$ cat src/rtl/ch_unit_pkg.sv
// Channel-unit shared definitions.
// FSM state encoding and default datapath sizes.
package ch_unit_pkg;

  typedef enum logic [1:0] {
    ST_IDLE  = 2'd0,
    ST_RUN   = 2'd1,
    ST_DRAIN = 2'd2,
    ST_DONE  = 2'd3
  } state_e;

  localparam int CH_DATA_W = 16;
  localparam int CH_RD_LAT = 2;

endpackage

$ cat src/rtl/sync_fifo_fwft.sv
// Registered first-word-fall-through FIFO.
// Head entry is visible on rdata_o whenever empty_o is low.
module sync_fifo_fwft #(
  parameter int WIDTH = 17,
  parameter int DEPTH = 8
) (
  input  logic             clk_i,
  input  logic             rst_i,
  input  logic             flush_i,
  input  logic             push_i,
  input  logic             pop_i,
  input  logic [WIDTH-1:0] wdata_i,
  output logic [WIDTH-1:0] rdata_o,
  output logic             full_o,
  output logic             empty_o
);

  localparam int AW = $clog2(DEPTH);
  localparam logic [AW:0] PTR_ONE = 1;

  logic [WIDTH-1:0] mem_q [DEPTH];
  logic [AW:0]      wr_q, wr_d;
  logic [AW:0]      rd_q, rd_d;
  logic             do_push, do_pop;

  assign empty_o = (wr_q == rd_q);
  assign full_o  = (wr_q[AW] != rd_q[AW]) &&
                   (wr_q[AW-1:0] == rd_q[AW-1:0]);
  assign do_pop  = pop_i && !empty_o;
  // A pop frees the slot the push lands in.
  assign do_push = push_i && (!full_o || do_pop);
  assign rdata_o = mem_q[rd_q[AW-1:0]];

  always_comb begin
    wr_d = wr_q;
    rd_d = rd_q;
    if (do_push) wr_d = wr_q + PTR_ONE;
    if (do_pop)  rd_d = rd_q + PTR_ONE;
    if (flush_i) begin
      wr_d = '0;
      rd_d = '0;
    end
  end

  always_ff @(posedge clk_i) begin
    if (rst_i) begin
      wr_q <= '0;
      rd_q <= '0;
    end else begin
      wr_q <= wr_d;
      rd_q <= rd_d;
    end
  end

  always_ff @(posedge clk_i) begin
    if (do_push) mem_q[wr_q[AW-1:0]] <= wdata_i;
  end

endmodule

$ cat src/rtl/playback_sample_streamer.sv
// Captures RAM read data on delayed playback ticks into a sample stream.
// Optional DAC_OFFSET_BINARY_EN flips the output MSB (offset binary).
module playback_sample_streamer
  import ch_unit_pkg::*;
#(
  parameter int DATA_W     = CH_DATA_W,
  parameter int RD_LAT     = CH_RD_LAT,
  parameter int FIFO_DEPTH = 8,
  parameter int CNT_W      = 32
) (
  input  logic              i_clk,
  input  logic              i_reset,
  input  logic              playback_en,
  input  logic              playback_tick,
  input  logic              playback_done,
  input  logic [DATA_W-1:0] ram_rd_data,
  output logic [DATA_W-1:0] m_tdata,
  output logic              m_tvalid,
  input  logic              m_tready,
  output logic              m_tlast,
  output logic              overflow,
  output logic              underflow,
  input  logic              clr_status,
  output logic [CNT_W-1:0]  sample_cnt,
  output logic              busy
);

  localparam logic [CNT_W-1:0] CNT_ONE = 1;

  state_e             state_q, state_d;
  logic [RD_LAT-1:0]  tick_q, tick_d;
  logic [RD_LAT-1:0]  last_q, last_d;
  logic               ovf_q, ovf_d;
  logic               unf_q, unf_d;
  logic [CNT_W-1:0]   cnt_q, cnt_d;
  logic               run, flush;
  logic               pipe_empty;
  logic               fifo_push, fifo_pop;
  logic               fifo_full, fifo_empty;
  logic [DATA_W:0]    fifo_rdata;
  logic [DATA_W-1:0]  head;

  always_ff @(posedge i_clk) begin
    if (i_reset) state_q <= ST_IDLE;
    else         state_q <= state_d;
  end

  always_comb begin
    state_d = state_q;
    unique case (state_q)
      ST_IDLE:
        if (playback_en && !playback_done) state_d = ST_RUN;
      ST_RUN:
        if (playback_done || !playback_en) state_d = ST_DRAIN;
      ST_DRAIN:
        if (pipe_empty && fifo_empty) state_d = ST_DONE;
      ST_DONE:
        if (!playback_en) state_d = ST_IDLE;
    endcase
  end

  always_comb begin
    busy  = (state_q != ST_IDLE);
    run   = (state_q == ST_RUN);
    flush = (state_q == ST_IDLE);
  end

  // Tick/last pair travels with the RAM read latency.
  always_comb begin
    tick_d[0] = playback_tick && run;
    last_d[0] = playback_done;
    for (int i = 1; i < RD_LAT; i++) begin
      tick_d[i] = tick_q[i-1];
      last_d[i] = last_q[i-1];
    end
  end

  always_ff @(posedge i_clk) begin
    if (i_reset) begin
      tick_q <= '0;
      last_q <= '0;
    end else begin
      tick_q <= tick_d;
      last_q <= last_d;
    end
  end

  assign pipe_empty = (tick_q == '0);
  assign fifo_push  = tick_q[RD_LAT-1] && !flush;
  assign fifo_pop   = m_tvalid && m_tready;

  sync_fifo_fwft #(
    .WIDTH (DATA_W + 1),
    .DEPTH (FIFO_DEPTH)
  ) u_fifo (
    .clk_i   (i_clk),
    .rst_i   (i_reset),
    .flush_i (flush),
    .push_i  (fifo_push),
    .pop_i   (fifo_pop),
    .wdata_i ({last_q[RD_LAT-1], ram_rd_data}),
    .rdata_o (fifo_rdata),
    .full_o  (fifo_full),
    .empty_o (fifo_empty)
  );

  assign m_tvalid = !fifo_empty;
  assign m_tlast  = m_tvalid && fifo_rdata[DATA_W];
  assign head     = m_tvalid ? fifo_rdata[DATA_W-1:0] : '0;

`ifdef DAC_OFFSET_BINARY_EN
  assign m_tdata = {~head[DATA_W-1], head[DATA_W-2:0]};
`else
  assign m_tdata = head;
`endif

  always_comb begin
    ovf_d = ovf_q;
    unf_d = unf_q;
    cnt_d = cnt_q;
    if (fifo_push && fifo_full && !fifo_pop) ovf_d = 1'b1;
    if (run && m_tready && fifo_empty && pipe_empty) unf_d = 1'b1;
    if (fifo_pop && (cnt_q != '1)) cnt_d = cnt_q + CNT_ONE;
    if (clr_status) begin
      ovf_d = 1'b0;
      unf_d = 1'b0;
      cnt_d = '0;
    end
  end

  always_ff @(posedge i_clk) begin
    if (i_reset) begin
      ovf_q <= 1'b0;
      unf_q <= 1'b0;
      cnt_q <= '0;
    end else begin
      ovf_q <= ovf_d;
      unf_q <= unf_d;
      cnt_q <= cnt_d;
    end
  end

  assign overflow   = ovf_q;
  assign underflow  = unf_q;
  assign sample_cnt = cnt_q;

endmodule

$ cat config.mk
export PLATFORM = sky130hd
export DESIGN_NAME = playback_sample_streamer
export DESIGN_NICKNAME = d
export VERILOG_FILES = /design/src/rtl/ch_unit_pkg.sv /design/src/rtl/sync_fifo_fwft.sv /design/src/rtl/playback_sample_streamer.sv
export SDC_FILE = /design/constraint.sdc
export NUM_CORES = 1
export LEC_CHECK = 0
export ABC_CLOCK_PERIOD_IN_PS = 3500
export BUFFER_PORTS_ARGS = -buffer_cell sky130_fd_sc_hd__buf_2
export CAP_MARGIN = 20
export CORE_UTILIZATION = 55
export CTS_BUF_LIST = sky130_fd_sc_hd__clkbuf_4
export CTS_CLUSTER_DIAMETER = 200
export CTS_CLUSTER_SIZE = 8
export DETAILED_ROUTE_END_ITERATION = 16
export PLACE_DENSITY = 0.81
export RECOVER_POWER = 50
export SYNTH_ARGS = -nofsm -noshare
export SYNTH_HDL_FRONTEND = slang
export SYNTH_SLANG_ARGS = --single-unit
$ cat constraint.sdc
create_clock -name i_clk -period 3.5 [get_ports i_clk]
set_clock_uncertainty 0.1 [all_clocks]
set_input_delay 0.35 -clock i_clk [delete_from_list [all_inputs] [get_ports i_clk]]
set_output_delay 0.35 -clock i_clk [all_outputs]
set_load 0.005 [all_outputs]
======== After elaboration in Yosys (flattened, before gate mapping) ========
Memories as Yosys holds them, arrays and structs flattened. A register that Yosys moved wholly into a read port is not among the register bits.
Cells that the tools add are included.
Widths: inputs -> output; s select.
storage, ports and cells
  register bits ........................... 48
  memory bits (writable) .................. 136
  input port bits ......................... 23
  output and inout port bits .............. 53
  memories kept ........................... 1
memories
  memory        words  width  rd ports  clocked after Yosys merged registers in  write ports  RTL line              source
  u_fifo.mem_q  8      17     1         1                                        1            sync_fifo_fwft.sv:21  logic [WIDTH-1:0] mem_q [DEPTH];
operators by class
  add/sub/neg operators ................... 3
  equality and inequality tests ........... 11
  muxes and demuxes ....................... 10
  reductions and logical operators ........ 29
operators by type and width
  operator               number
  $add 32x1->32 const B  1
  $ne 32x32->1 const B   1
  $mux 16                1
  $logic_and 1x1->1      15
  $add 4x1->4 const B    2
  $mux 2                 4
  $pmux 2 s4             1
  $logic_not 1->1        6
  $mux 3                 2
  $eq 2x2->1 const B     2
  $eq 4x4->1             1
  $logic_not 2->1        2
  $ne 2x1->1 const B     2
  $ne 2x2->1 const B     2
  $reduce_and 4->1       1
  $reduce_or 2->1        2
  $eq 3x3->1             1
  $eq 2x1->1 const B     1
  $logic_or 1x1->1       2
  $mux 1                 2
  $reduce_bool 2->1      1
  $ne 1x1->1             1

======== Depth between registers and ports, before layout ========
  word-level depth ........................ 8
  mapped depth ............................ 7
  gate-level depth less buffers ........... 7

======== Hierarchy ========
From an unflattened synthesis, not the netlist that was laid out.
second synthesis, totals
  cell total of the unflattened synthesis .. 531
  area, all modules ....................... 7948.9 µm²
by module, submodules not included
  module                    times used  cells each  area each (µm²)  sequential area each (µm²)
  sync_fifo_fwft            1           272         5751.8           4304.1
  playback_sample_streamer  1           259         2197.1           800.8

======== Least setup slack after synthesis ========
OpenSTA, ideal clock, no wires.
  path type ............................... register -> register
  start ................................... register state_q[0]
  end ..................................... memory u_fifo.mem_q[1][0], enable pin
  library setup time ...................... 0.441 ns
  data arrival time ....................... 2.807 ns
  required time ........................... 2.959 ns
  path slack .............................. 0.152 ns
  cell stages (with the launch flop) ...... 6
  path buffers ............................ 0
  period minus slack after synthesis ...... 3.348 ns
  cell sequence ........................... dfxtp_1 -> inv_1 -> ha_1 -> nor2b_1 -> nand2_1 -> nor4b_1
between the ends
  longest elaborated chain between the ends .. 6
RTL lines
  item                          RTL line                        source
  from (decl)                   playback_sample_streamer.sv:30  state_e state_q, state_d;
  from (signal assigned)        playback_sample_streamer.sv:45  else state_q <= state_d;
  $logic_not 2->1               playback_sample_streamer.sv:65  flush = (state_q == ST_IDLE);
  $logic_not 1->1               playback_sample_streamer.sv:89  assign fifo_push = tick_q[RD_LAT-1] && !flush;
  $logic_and 1x1->1             playback_sample_streamer.sv:89
  $logic_and 1x1->1             sync_fifo_fwft.sv:31            assign do_push = push_i && (!full_o || do_pop);
  $mux 1                        sync_fifo_fwft.sv:56            if (do_push) mem_q[wr_q[AW-1:0]] <= wdata_i;
  $mux 1 (not written as such)  sync_fifo_fwft.sv:56
  to (decl)                     sync_fifo_fwft.sv:21
Every way passes these cells.

======== Worst setup path after layout ========
  start ................................... register u_fifo.wr_q[1]
  end ..................................... output m_tdata[2]
between the ends
  longest elaborated chain between the ends .. 2
RTL lines
  item                    RTL line                         source
  from (decl)             sync_fifo_fwft.sv:22             logic [AW:0] wr_q, wr_d;
  from (signal assigned)  sync_fifo_fwft.sv:50             wr_q <= wr_d;
  $eq 4x4->1              sync_fifo_fwft.sv:26             assign empty_o = (wr_q == rd_q);
  $mux 16                 playback_sample_streamer.sv:109  assign head = m_tvalid ? fifo_rdata[DATA_W-1:0] : '0;
  to (decl)               playback_sample_streamer.sv:17   output logic [DATA_W-1:0] m_tdata,
Every way passes these cells.

==> flow_metrics.tcl <==
set metrics [dict create \
    placementRows 43 \
    setup_tns_ns 0 \
    seq_power_share_pct 64.1 \
    detailedPlace.worstSlack_ns 0.643 \
    m1WireLength_um 6440 \
    synth_async_sr_flop_share_pct 0 \
    tritoncts_num_sinks 187 \
    timing.critical_path.arrival_ns 2.54 \
    timing_worst_setup_path_type "flip-flop to output port" \
    maxUsedRoutingLayer "met4" \
    tritoncts "yes" \
    io_buffer_count 75 \
    layout_commonest_cell "sky130_fd_sc_hd__edfxtp_1" \
    final-hold-violation-count 0 \
    vias_per_cell 5.96 \
    fin_nets 662 \
    synth-warning-count 0 \
    syn-instance-count 523 \
    synth_edf_count 136 \
    htreeDepth 4 \
    post_synth_net_total 554 \
    final_antenna_net_count 0 \
    endpoint_kind "output port" \
    cellInternalPower_uw 2850 \
    peak_supply_drop_mv 0.344 \
    cts-root-to-sink-buffers 2 \
    cts_inserted_buffers 17 \
    area_growth_syn_to_layout_pct 14.0 \
    net-switching-power_uw 899 \
    num_io_pins 76 \
    ys_seq_area_share_pct 65.1 \
    result_of_the_run "finished, final reports clean" \
    vias 4920 \
    synth.cell_area_mm2 0.00784 \
    finalMaxSlewViolations 0 \
    power.clock.fraction_pct 30.7 \
    ctsHoldBuffers 21 \
    remaining_drc_errors 0 \
    fin_crit_sh_pct 85.4 \
    synth_seq_cells 187 \
    floorplan.core_area_mm2 0.0139 \
    met3RoutedLength_um 861 \
    cts_root_buf "sky130_fd_sc_hd__clkbuf_4" \
    grt-ovfl-total 0 \
    area_of_the_die_mm2 0.0147 \
    worst_slew_margin_rel_pct 54.8 \
    share_comb_of_total_power_pct 5.2 \
    avgSynthCellArea_um2 15.0 \
    dp_hpwl_um 9940 \
    firstDrtPassIters 5 \
    cp.required_ns 3.05 \
    gp_congestion 0.843 \
    setup_viol_count_final 0 \
    met2_wirelength_um 7830 \
    leakage_uw 0.00296 \
    worst_skew_pair.late_latency_ns 0.57 \
    critPathLaunchType "flip-flop" \
    cts_setup_buffers 0 \
    rsz_0062_raised_after_global_routing "false" \
    grt_start_max_net_pins 35 \
    period_minus_slack_ns 2.99 \
    critical_path_peak_fanout 18 \
    maxClockFrequency_mhz 334 \
    antenna_found_initial 1 \
    wl_per_cell_um 18.6 \
    layout.cells.most_common_list "sky130_fd_sc_hd__edfxtp_1, sky130_fd_sc_hd__dfxtp_1, sky130_fd_sc_hd__buf_2" \
    drt_wl_total_um 15300 \
    detailedRoute.firstIterationViolations 358 \
    die_w_um 121 \
    timing_worst_slew_pin_value_ns 0.677 \
    post_synth_num_cell_types 59 \
    grt_first_pass_wirelength_um 24300 \
    ys.flop_type "sky130_fd_sc_hd__edfxtp_1" \
    cts_repair_resize_count 0 \
    chipHeight_um 121 \
    clk_transition_reported_paths_ns 0.15 \
    vias_in_the_first_global_route 4816 \
    initial_utilization_pct 56.5 \
    max_cap_viol_count 0 \
    track_usage_pct 22.2 \
    postLayoutSetupSlackWorst_ns 0.510 \
    netSwitchingFraction_pct 24.0 \
    drive_gt1_share_pct 24.4 \
    hold_path.class "primary input to flip-flop" \
    p_per_area_mw_per_mm2 420 \
]
worst max-delay path: stages, from the launching register on:
cell and delay (ns):
sky130_fd_sc_hd__dfxtp_1 0.67, sky130_fd_sc_hd__xor2_2 0.19, sky130_fd_sc_hd__nor4_2 0.52, sky130_fd_sc_hd__buf_4 0.37
sky130_fd_sc_hd__nor2_1 0.09, sky130_fd_sc_hd__buf_2 0.13
flip-flops by register name, summed over array words and instances, names as in the netlist, named ones only:
register,flops
state_q,2
last_q,2
u_fifo.mem_q,136
sample_cnt,32
tick_q,2
overflow,1
u_fifo.wr_q,4
u_fifo.rd_q,4
underflow,1
per-layer routing:
layer	vias up	GRT usage [%]
met2	187	36.8
met4	0	7.10
li1	2260	-
met1	2453	28.9
met3	20	5.17
met5	-	0
cell usage after synthesis, types with 11 or more instances:
master                       n  area, µm²
sky130_fd_sc_hd__edfxtp_1  136       4080
sky130_fd_sc_hd__mux2i_1    19        190
sky130_fd_sc_hd__o21ai_0    12       60.1
sky130_fd_sc_hd__or3_1      11       68.8
sky130_fd_sc_hd__mux4_2     34        766
sky130_fd_sc_hd__dfxtp_1    51       1020
sky130_fd_sc_hd__nor2_1     43        161
sky130_fd_sc_hd__a21oi_1    27        135
sky130_fd_sc_hd__nand4_1    11       68.8
sky130_fd_sc_hd__nand2_1    28        105
sky130_fd_sc_hd__clkbuf_1   11       41.3
through the flow:
step | instance area [µm²] | utilization, % | hold WS, ns | cells | power [µW]
final | 8940 | 64.4 | 0.0715 | 825 | 3750
after detailed placement | 8500 | 61.2 | 0.357 | 771 | 2630
after floorplan | 7840 | - | 0.314 | 523 | 2560
after CTS | 8990 | 64.8 | 0.0333 | 824 | 3780
after global placement | 8500 | 61.2 | 0.352 | 771 | 2620
after global routing | 8940 | 64.4 | 0.0594 | 825 | 3880
worst paths after layout:
path / from / endpoint / slack, ns / depth (start not counted)
min: m_tready / underflow / 0.07 / 3
max reg2reg: u_fifo.wr_q[0] / u_fifo.mem_q[6][3] / 0.54 / 6
max: u_fifo.wr_q[1] / m_tdata[2] / 0.51 / 5
min reg2reg: tick_q[0] / tick_q[1] / 0.38 / 1
cell families after synthesis:
kind of cell | share of synthesized area [%]
flip-flops | 65.1
AND/OR/NAND/NOR | 11.5
AO/OA/AOI/OAI | 6.24
multiplexers | 12.2
buffers and inverters | 1.96
XOR/XNOR | 1.72
adder cells (fa/ha/maj) | 1.28
power groups by stage:
stage / logic [µW] / registers, µW / clock network (µW)
final: 194 / 2400 / 1150
after global routing: 220 / 2400 / 1250
after CTS: 199 / 2400 / 1170
after detailed placement: 179 / 2450 / 0
after global placement: 167 / 2450 / 0
after floorplan: 108 / 2450 / 0
area by class of cell:
| cell class | count | area, µm² |
|---|---|---|
| Tap cell | 180 | 225 |
| Timing Repair Buffer | 113 | 674 |
| Inverter | 10 | 37.5 |
| Sequential cell | 187 | 5110 |
| Antenna cell | 1 | 2.50 |
| Fill cell | 1019 | 4940 |
| Multi-Input combinational cell | 302 | 2610 |
| Clock buffer | 17 | 128 |
| Clock inverter | 15 | 154 |
No activity file was read; power rests on OpenSTA's default activity.
